`src/rtl/hwt_golden_monitor.sv`:
```
// Field-side checker for the non_hwt path: recomputes Y = D & ((A & B) | C) on each
// sample, counts disagreements and escalates a dense run of them to a sticky alarm.
//
// state     | meaning
// S_MONITOR | no open episode, ep/clean counters at zero
// S_SUSPECT | episode open, counting mismatches and the clean run that ends it
// S_ALARM   | mismatch density reached THRESH; only clear or reset leaves
module hwt_golden_monitor #(
  parameter int CNT_W  = 8,
  parameter int THRESH = 4,
  parameter int DECAY  = 8
) (
  input  logic             clk,
  input  logic             rst_n,
  input  logic             in_valid,
  input  logic             a,
  input  logic             b,
  input  logic             c,
  input  logic             d,
  input  logic             y_obs,
  input  logic             clear,
  output logic             chk_valid,
  output logic             mismatch,
  output logic             suspect,
  output logic             alarm,
  output logic [CNT_W-1:0] err_total
);

  typedef enum logic [1:0] {S_MONITOR, S_SUSPECT, S_ALARM} state_t;

  state_t           state_q, state_d;
  logic [3:0]       ep_q, ep_d;
  logic [7:0]       clean_q, clean_d;
  logic [CNT_W-1:0] err_q, err_d;
  logic             chk_q, chk_d;
  logic             mm_q, mm_d;
  logic             suspect_q, suspect_d;
  logic             alarm_q, alarm_d;
  logic [1:0]       rel_q, rel_d;
  logic             run_en;
  logic             mm_now;

  // Release stages fill one per edge; the first filled stage opens the sample gate
  // so the second edge after rst_n rises is the first one that takes a sample.
  assign run_en = |rel_q;
  assign mm_now = (d & ((a & b) | c)) != y_obs;

  always_comb begin
    rel_d   = {rel_q[0], 1'b1};
    state_d = state_q;
    ep_d    = ep_q;
    clean_d = clean_q;
    err_d   = err_q;
    mm_d    = mm_q;
    chk_d   = 1'b0;
    if (clear) begin
      state_d = S_MONITOR;
      ep_d    = '0;
      clean_d = '0;
      err_d   = '0;
      mm_d    = 1'b0;
    end else if (in_valid && run_en) begin
      chk_d = 1'b1;
      mm_d  = mm_now;
      if (mm_now && !(&err_q)) err_d = err_q + 1'b1;
      case (state_q)
        S_MONITOR: begin
          if (mm_now) begin
            ep_d    = 4'd1;
            clean_d = '0;
            state_d = (THRESH == 1) ? S_ALARM : S_SUSPECT;
          end
        end
        S_SUSPECT: begin
          if (mm_now) begin
            ep_d    = (ep_q == 4'hF) ? ep_q : ep_q + 4'd1;
            clean_d = '0;
            if (ep_d >= 4'(THRESH)) state_d = S_ALARM;
          end else begin
            clean_d = clean_q + 8'd1;
            if (clean_d == 8'(DECAY)) begin
              state_d = S_MONITOR;
              ep_d    = '0;
              clean_d = '0;
            end
          end
        end
        default: ;
      endcase
    end
    suspect_d = (state_d == S_SUSPECT);
    alarm_d   = (state_d == S_ALARM);
  end

  always_ff @(posedge clk or negedge rst_n) begin
    if (!rst_n) begin
      rel_q     <= '0;
      state_q   <= S_MONITOR;
      ep_q      <= '0;
      clean_q   <= '0;
      err_q     <= '0;
      chk_q     <= 1'b0;
      mm_q      <= 1'b0;
      suspect_q <= 1'b0;
      alarm_q   <= 1'b0;
    end else begin
      rel_q     <= rel_d;
      state_q   <= state_d;
      ep_q      <= ep_d;
      clean_q   <= clean_d;
      err_q     <= err_d;
      chk_q     <= chk_d;
      mm_q      <= mm_d;
      suspect_q <= suspect_d;
      alarm_q   <= alarm_d;
    end
  end

  assign chk_valid = chk_q;
  assign mismatch  = mm_q;
  assign suspect   = suspect_q;
  assign alarm     = alarm_q;
  assign err_total = err_q;

endmodule

```
`config.mk`:
```
export PLATFORM = sky130hd
export DESIGN_NAME = hwt_golden_monitor
export DESIGN_NICKNAME = d
export VERILOG_FILES = /design/src/rtl/hwt_golden_monitor.sv
export SDC_FILE = /design/constraint.sdc
export NUM_CORES = 1
export LEC_CHECK = 0
export CORE_ASPECT_RATIO = 0.5
export CORE_MARGIN = 2
export CORE_UTILIZATION = 58
export DETAILED_ROUTE_END_ITERATION = 8
export HOLD_SLACK_MARGIN = 0.1
export PLACE_DENSITY = 0.85
export SKIP_LAST_GASP = 1
export SLEW_MARGIN = 15
export SYNTH_ARGS = -nofsm -noshare
export SYNTH_HDL_FRONTEND = slang
export SYNTH_SLANG_ARGS = --single-unit
```
`constraint.sdc`:
```
create_clock -name clk -period 2.7 [get_ports clk]
set_input_delay 0.27 -clock clk [delete_from_list [all_inputs] [get_ports clk]]
set_output_delay 0.27 -clock clk [all_outputs]
set_load 0.1 [all_outputs]
```
==> flow_metrics.env <==
export IMPL_htreeDepth=1
export IMPL_path_max_fanout=9
export IMPL_drcViolationCount=0
export IMPL_path_clk_slew_ns=0.10
export IMPL_combPwrFrac_pct=15.2
export IMPL_synth_compound_area_share_pct=20.2
export IMPL_critical_path_top_delay_family="simple AND/OR/NAND/NOR gates"
export IMPL_worst_pin_slew_ns=0.885
export IMPL_area_growth_pct=17.5
export IMPL_hold_viol_final=0
export IMPL_syn_num_nets=180
export IMPL_worst_path_max_delay_cell="dfrtp_1"
export IMPL_portBuffers=20
export IMPL_critical_path_max_stage_delay_ns=0.50
export IMPL_detail_route_vias_per_cell=5.71
export IMPL_core_area_um2=2570
export IMPL_swShare_pct=26.9
export IMPL_leakagePower_uw=0.000773
export IMPL_async_flop_share_pct=100
export IMPL_timing_slew_headroom_pct=41.0
export IMPL_cts_hold_buffers=0
export IMPL_grt_usage_pct=22.6
export IMPL_worst_r2r_path_depth=4
export IMPL_final_common_cell="dfrtp_1"
export IMPL_cts_buffers=3
export IMPL_status="completed"
export IMPL_grt_pass1_vias=1224
export IMPL_synth_edf_count=0
export IMPL_p_int_uw=599
export IMPL_r2r_slack_ns=0.65
export IMPL_gr_total_overflow=0
export IMPL_die_height_um=40.5
export IMPL_die_area_um2=3120
export IMPL_dr_wl_met3_um=128
export IMPL_start_kind="register"
export IMPL_antenna_found_initial=0
export IMPL_insertedDiodeCount=0
export IMPL_peakVddDrop_uv=347
export IMPL_die_w_um=77.0
export IMPL_synth_mux_area_share_pct=1.38
export IMPL_r2r_start="state_q[0]$_DFF_PN0_"
export IMPL_pwr_share_clk_pct=31.5
export IMPL_cts_tree="built"
export IMPL_drv_cap=0
export IMPL_ys_types=45
export IMPL_crit_required_ns=2.89
export IMPL_finalSetupTns_ns=0
export IMPL_drt_first_pass_iters=4
export IMPL_clk_latency_ns=0.28
export IMPL_fin_crit_ns=2.05
export IMPL_path_class="register to register"
export IMPL_start_util_pct=60.1
export IMPL_crit_arrival_ns=2.24
export IMPL_powerDensity_nw_per_um2=451
export IMPL_final_cell_mix="28 x dfrtp_1, 23 x nor2_1, 17 x buf_4"
export IMPL_maxSlewViolCount=0
export IMPL_rows=13
export IMPL_grt_pass1_wl_mm=5.34
export IMPL_cp_end_kind="register"
export IMPL_met1_length_mm=1.41
export IMPL_cts_resized=0
export IMPL_synth_top_family_by_area="simple AND/OR/NAND/NOR gates"
export IMPL_path_buf_inv=0
export IMPL_synth_seq_cells=28
export IMPL_fill_cells=204
export IMPL_yosys_warnings=0
export IMPL_cp_cell_sequence="or3b_1 > a221o_1 > or2_0 > o31ai_2"
export IMPL_syn_area_um2=1550
export IMPL_rsz0062_at_grt="no"
export IMPL_finalCritPeriodShare_pct=75.8
export IMPL_first_iter_violations=44
export IMPL_cts_sinks=28
export IMPL_nets=203
export IMPL_grt_max_degree=29
export IMPL_r2r_end="clean_q[4]$_DFFE_PN0P_"
export IMPL_ctsRootBufferMaster="clkbuf_8"
export IMPL_cts_setup_buffers=0
export IMPL_synth_seq_area_share_pct=45.3
export IMPL_seq_power_share_pct=53.3
export IMPL_dp_hpwl_mm=2.29
export IMPL_fin_hold_ws_ns=0.360
export IMPL_p_sw_uw=220
export IMPL_hp_class="primary input to asynchronous set/reset pin"
export IMPL_max_freq_mhz=488
export IMPL_drive_gt1_share_pct=14.2
export IMPL_synth_xor_area_share_pct=3.40
export IMPL_synthAdderAreaFrac_pct=2.43
export IMPL_boundaryPins=21
export IMPL_synth_avg_cell_area_um2=9.20
export IMPL_drt_wl_total_mm=3.10
export IMPL_highest_layer="met4"
export IMPL_cts_path_max_buffers=2
export IMPL_final_util_pct=70.6
export IMPL_worst_clock_skew_ns=0.00745
export IMPL_final_antenna_net_count=0
export IMPL_vias=1296
export IMPL_p_total_uw=819
export IMPL_place_congestion=0.876
export IMPL_syn_instance_count=168
export IMPL_dr_wl_met2_mm=1.55
export IMPL_routedWlPerCell_um=13.6
export IMPL_setup_viol=0
export IMPL_synthFlopType="dfrtp_1"
export IMPL_synth_simple_gate_area_share_pct=23.0
power groups by stage:
stage | Sequential, uW | Clock, uW | Combinational, uW
after floorplan | 474 | 0 | 50.8
after global placement | 445 | 0 | 122
after detailed placement | 445 | 0 | 125
after CTS | 437 | 268 | 125
after global routing | 438 | 281 | 136
final | 437 | 258 | 124
synthesized netlist by cell type, types with 2 or more instances:
library cell | n | area [um^2]
inv_1 | 6 | 22.5
o31ai_1 | 3 | 22.5
a2bb2oi_1 | 2 | 17.5
nor3_1 | 2 | 10.0
nor4_1 | 5 | 31.3
and2_1 | 2 | 12.5
nand4_1 | 2 | 12.5
nor2_1 | 23 | 86.3
a31oi_1 | 3 | 18.8
and3_1 | 3 | 18.8
nor2b_1 | 4 | 25.0
o21ai_0 | 3 | 15.0
nand2_1 | 11 | 41.3
clkbuf_1 | 4 | 15.0
nand3_1 | 9 | 45.0
nand2b_1 | 3 | 18.8
xnor2_1 | 6 | 52.6
o31ai_2 | 4 | 50.1
a41oi_1 | 2 | 17.5
a22oi_1 | 3 | 22.5
dfrtp_1 | 28 | 701
o21ai_1 | 11 | 55.1
a21oi_1 | 5 | 25.0
ha_1 | 3 | 37.5
worst reg2reg max path: cells and delay by family (launching register included):
family | cells | cell delay [ns]
AOI/OAI and AO/OA | 2 | 0.64
DFF | 1 | 0.50
and+or+nand+nor | 2 | 0.82
worst max-delay path by stage:
stage                        startpoint                        to  slack [ns]  cells after the start
6_report           state_q[0]$_DFF_PN0_    clean_q[4]$_DFFE_PN0P_        0.65                      4
5_1_grt            state_q[0]$_DFF_PN0_    clean_q[4]$_DFFE_PN0P_        0.52                      4
4_1_cts            state_q[0]$_DFF_PN0_    clean_q[4]$_DFFE_PN0P_        0.66                      4
3_5_place_dp                      y_obs  err_total[5]$_DFFE_PN0P_        0.42                      7
3_3_place_gp                      y_obs  err_total[5]$_DFFE_PN0P_        0.47                      7
2_1_floorplan  err_total[0]$_DFFE_PN0P_  err_total[5]$_DFFE_PN0P_        0.55                      6
metrics by stage:
step,cells,instance area (um^2),setup WS (ns)
detailed placement,223,1760,0.423
finish,227,1820,0.653
global route,227,1820,0.516
global placement,223,1760,0.469
floorplan,168,1550,0.546
CTS,227,1820,0.657
cells by family after synthesis:
group / after synthesis
buf+inv: 13
fa+ha+maj: 3
mux: 2
simple gates: 71
other cells: 1
flops: 28
xor+xnor: 6
compound gates: 44
routing by layer:
metal  vias to the layer above  track usage [%]
met1                       611             27.2
met5                         -                0
li1                        652                -
met4                         0             4.02
met3                         2             6.31
met2                        31             43.2
state kept, by name, indices dropped and copies added (netlist names):
name,count
mismatch,1
chk_valid,1
clean_q,8
ep_q,4
alarm,1
err_total,8
suspect,1
state_q,2
rel_q,2
area by class of cell:
cell class	instances	area, um^2	share of cell area (%)
Multi-Input combinational cell	127	783	43.1
Tap cell	37	46.3	2.55
Sequential cell	28	701	38.6
Clock buffer	4	55.1	3.03
Timing Repair Buffer	25	208	11.4
Inverter	6	22.5	1.24
Note: power is estimated with default switching activity, not from simulation.
==> edit: new RTL, same settings <==
Reset style: synchronous (`rst_n`), changed in one clocked block.
--- a/src/rtl/hwt_golden_monitor.sv
+++ b/src/rtl/hwt_golden_monitor.sv
@@ -92,7 +92,7 @@
     alarm_d   = (state_d == S_ALARM);
   end
 
-  always_ff @(posedge clk or negedge rst_n) begin
+  always_ff @(posedge clk) begin
     if (!rst_n) begin
       rel_q     <= '0;
       state_q   <= S_MONITOR;
Behaviour: differs if rst_n is asserted again (counterexample within 4 cycles, from zero or initial values and one cycle with rst_n low); with rst_n held inactive, the same outputs for 10 cycles.
==> edit against the unedited design <==
Critical path depth rose by 2. Wire length up 3.7%. Count of clock-buffer cells in the layout down 1. Via count up 6.1%. Total power increased by 3.0%. Global-route usage fell by 0.70 points. Sequential power down 4%. Synthesized area shrank 1.1%. Critical path type unchanged. Sequential cell count is the same. Synthesized cell count increased by 4.8%. Design area shrank 1.7%. Setup slack gained 46 ps.
==> edit: results (changes against the unedited design) <==
Critical path
  • CP max FO: 6 (-3)
  • R2r setup slk: 700 ps (+50 ps)
  • CP max stage cell: a2111oi_4
  • Slowest stage delay, CP: 460 ps (-40 ps)
  • Delay-heaviest family, CP: compound AO/OA/AOI/OAI gates

Drt
  • Met3 routed WL: 224 um (+75%)
  • Max Used Layer: met3
  • M1 WL: 1460 um (+3.6%)
  • Pre-antenna DRT Iters: 4 (unchanged)
  • Drt total wl: 3210 um (+3.7%)
  • Vias: 1375 (+6.1%)
  • Iter 0 DRT Violations: 50 (+14%)
  • Met2 WL: 1520 um (-1.8%)

STA
  • Crit share post-route: 74.1% (-1.7 points)

Synthesis
  • Syn Nets: 188 (+4.4%)
  • Yosys cell types: 52 (+16%)
  • Commonest cells in the netlist: 28 x dfxtp_1, 19 x nor2_1, 13 x nand2_1
  • Seq/Total Area, Yosys: 36.7% (-8.7 points)
  • Synth Area in Compound Gates: 25.3% (+5.1 points)
  • Async set-reset flop share out of synthesis: 0% (-100 points)
  • Synth top area cells: dfxtp_1 37%, nor2_1 4.7%, a21oi_1 3.6%, nand3_1 3.3%, nand2_1 3.2%
  • Post-synthesis mux area share: 1.31% (-0.066 points)
  • Xor/xnor cell area share of the yosys netlist: 2.87% (-0.53 points)
  • Top_reg_cell synth: dfxtp_1
  • Yosys warnings: 0 (unchanged)

Cells and area
  • NumNets Final: 209 (+3.0%)
  • Layout cells sized above 1: 16.3% (+2.1 points)
  • # fillers: 217 (+6.4%)

Placed design
  • GPL Wtd Cong: 0.876 (about the same)
  • DP Worst Slack: 582 ps (+158 ps)
  • Area after DPL: 1710 um^2 (-2.6%)

GRT
  • GRT Total Usage: 21.9% (-0.70 points)
  • First-pass GRT wire length: 5230 um (-2.1%)
  • GR Layer Usage met3: 6.08% (-0.23 points)
  • M2 GR Usage: 41.4% (-1.8 points)
  • Number of global-route vias before repair: 1139 (-6.9%)
  • Largest net degree at the start of global routing: 17 (-41%)
  • Met1 usage: 27.0% (-0.25 points)

Worst hold path
  • Hold Crit Class: flop to flop

Power and ir drop
  • VDD IR max: 0.000270 V (-22%)
  • Sw Pwr: 0.195 mW (-12%)
  • Pleak: 0.604 nW (-22%)

Clocking
  • Setup Buffers After CTS: 0 (unchanged)

Run status
  • Status: completed
## edit: power groups by stage
stage / clock (mW) / sequential, mW / combinational [mW]
after floorplan: 0 / 0.444 / 0.0537
after global placement: 0 / 0.431 / 0.0873
after detailed placement: 0 / 0.431 / 0.0899
after CTS: 0.336 / 0.421 / 0.0901
after global routing: 0.347 / 0.422 / 0.0981
final: 0.332 / 0.421 / 0.0907
## edit: layout make-up
class | instances | area, um^2 | share of cell area (%)
inverters | 3 | 11.3 | 0.631
clock buffers | 3 | 41.3 | 2.31
multi-input cells | 138 | 903 | 50.6
clock inverters | 1 | 30.0 | 1.68
repair buffers | 23 | 193 | 10.8
flip-flops and latches | 28 | 561 | 31.4
well taps | 37 | 46.3 | 2.59
## edit: per-stage QoR
step           hold WS (ps)  std cells  utilization (%)
3_3_place_gp            442        229             67.1
2_1_floorplan           298        176                -
5_1_grt                 505        233             69.9
3_5_place_dp            471        229             67.1
4_1_cts                 494        233             69.9
6_report                491        233             69.9
## edit: final timing paths
| check | from | to | cells after the start |
|---|---|---|---|
| setup reg to reg | clean_q[0]$_SDFFE_PP0P_ | ep_q[3]$_SDFFE_PP0P_ | 6 |
| hold / removal | rel_q[0]$_DFF_P_ | rel_q[1]$_SDFF_PN0_ | 1 |
| hold reg to reg | rel_q[0]$_DFF_P_ | rel_q[1]$_SDFF_PN0_ | 1 |
| setup / recovery | clean_q[0]$_SDFFE_PP0P_ | ep_q[3]$_SDFFE_PP0P_ | 6 |
## edit: cell families after synthesis
family | after synthesis
compound gates | 50
xor+xnor | 5
fa+ha+maj | 3
buf+inv | 10
flops | 28
mux | 2
simple gates | 78
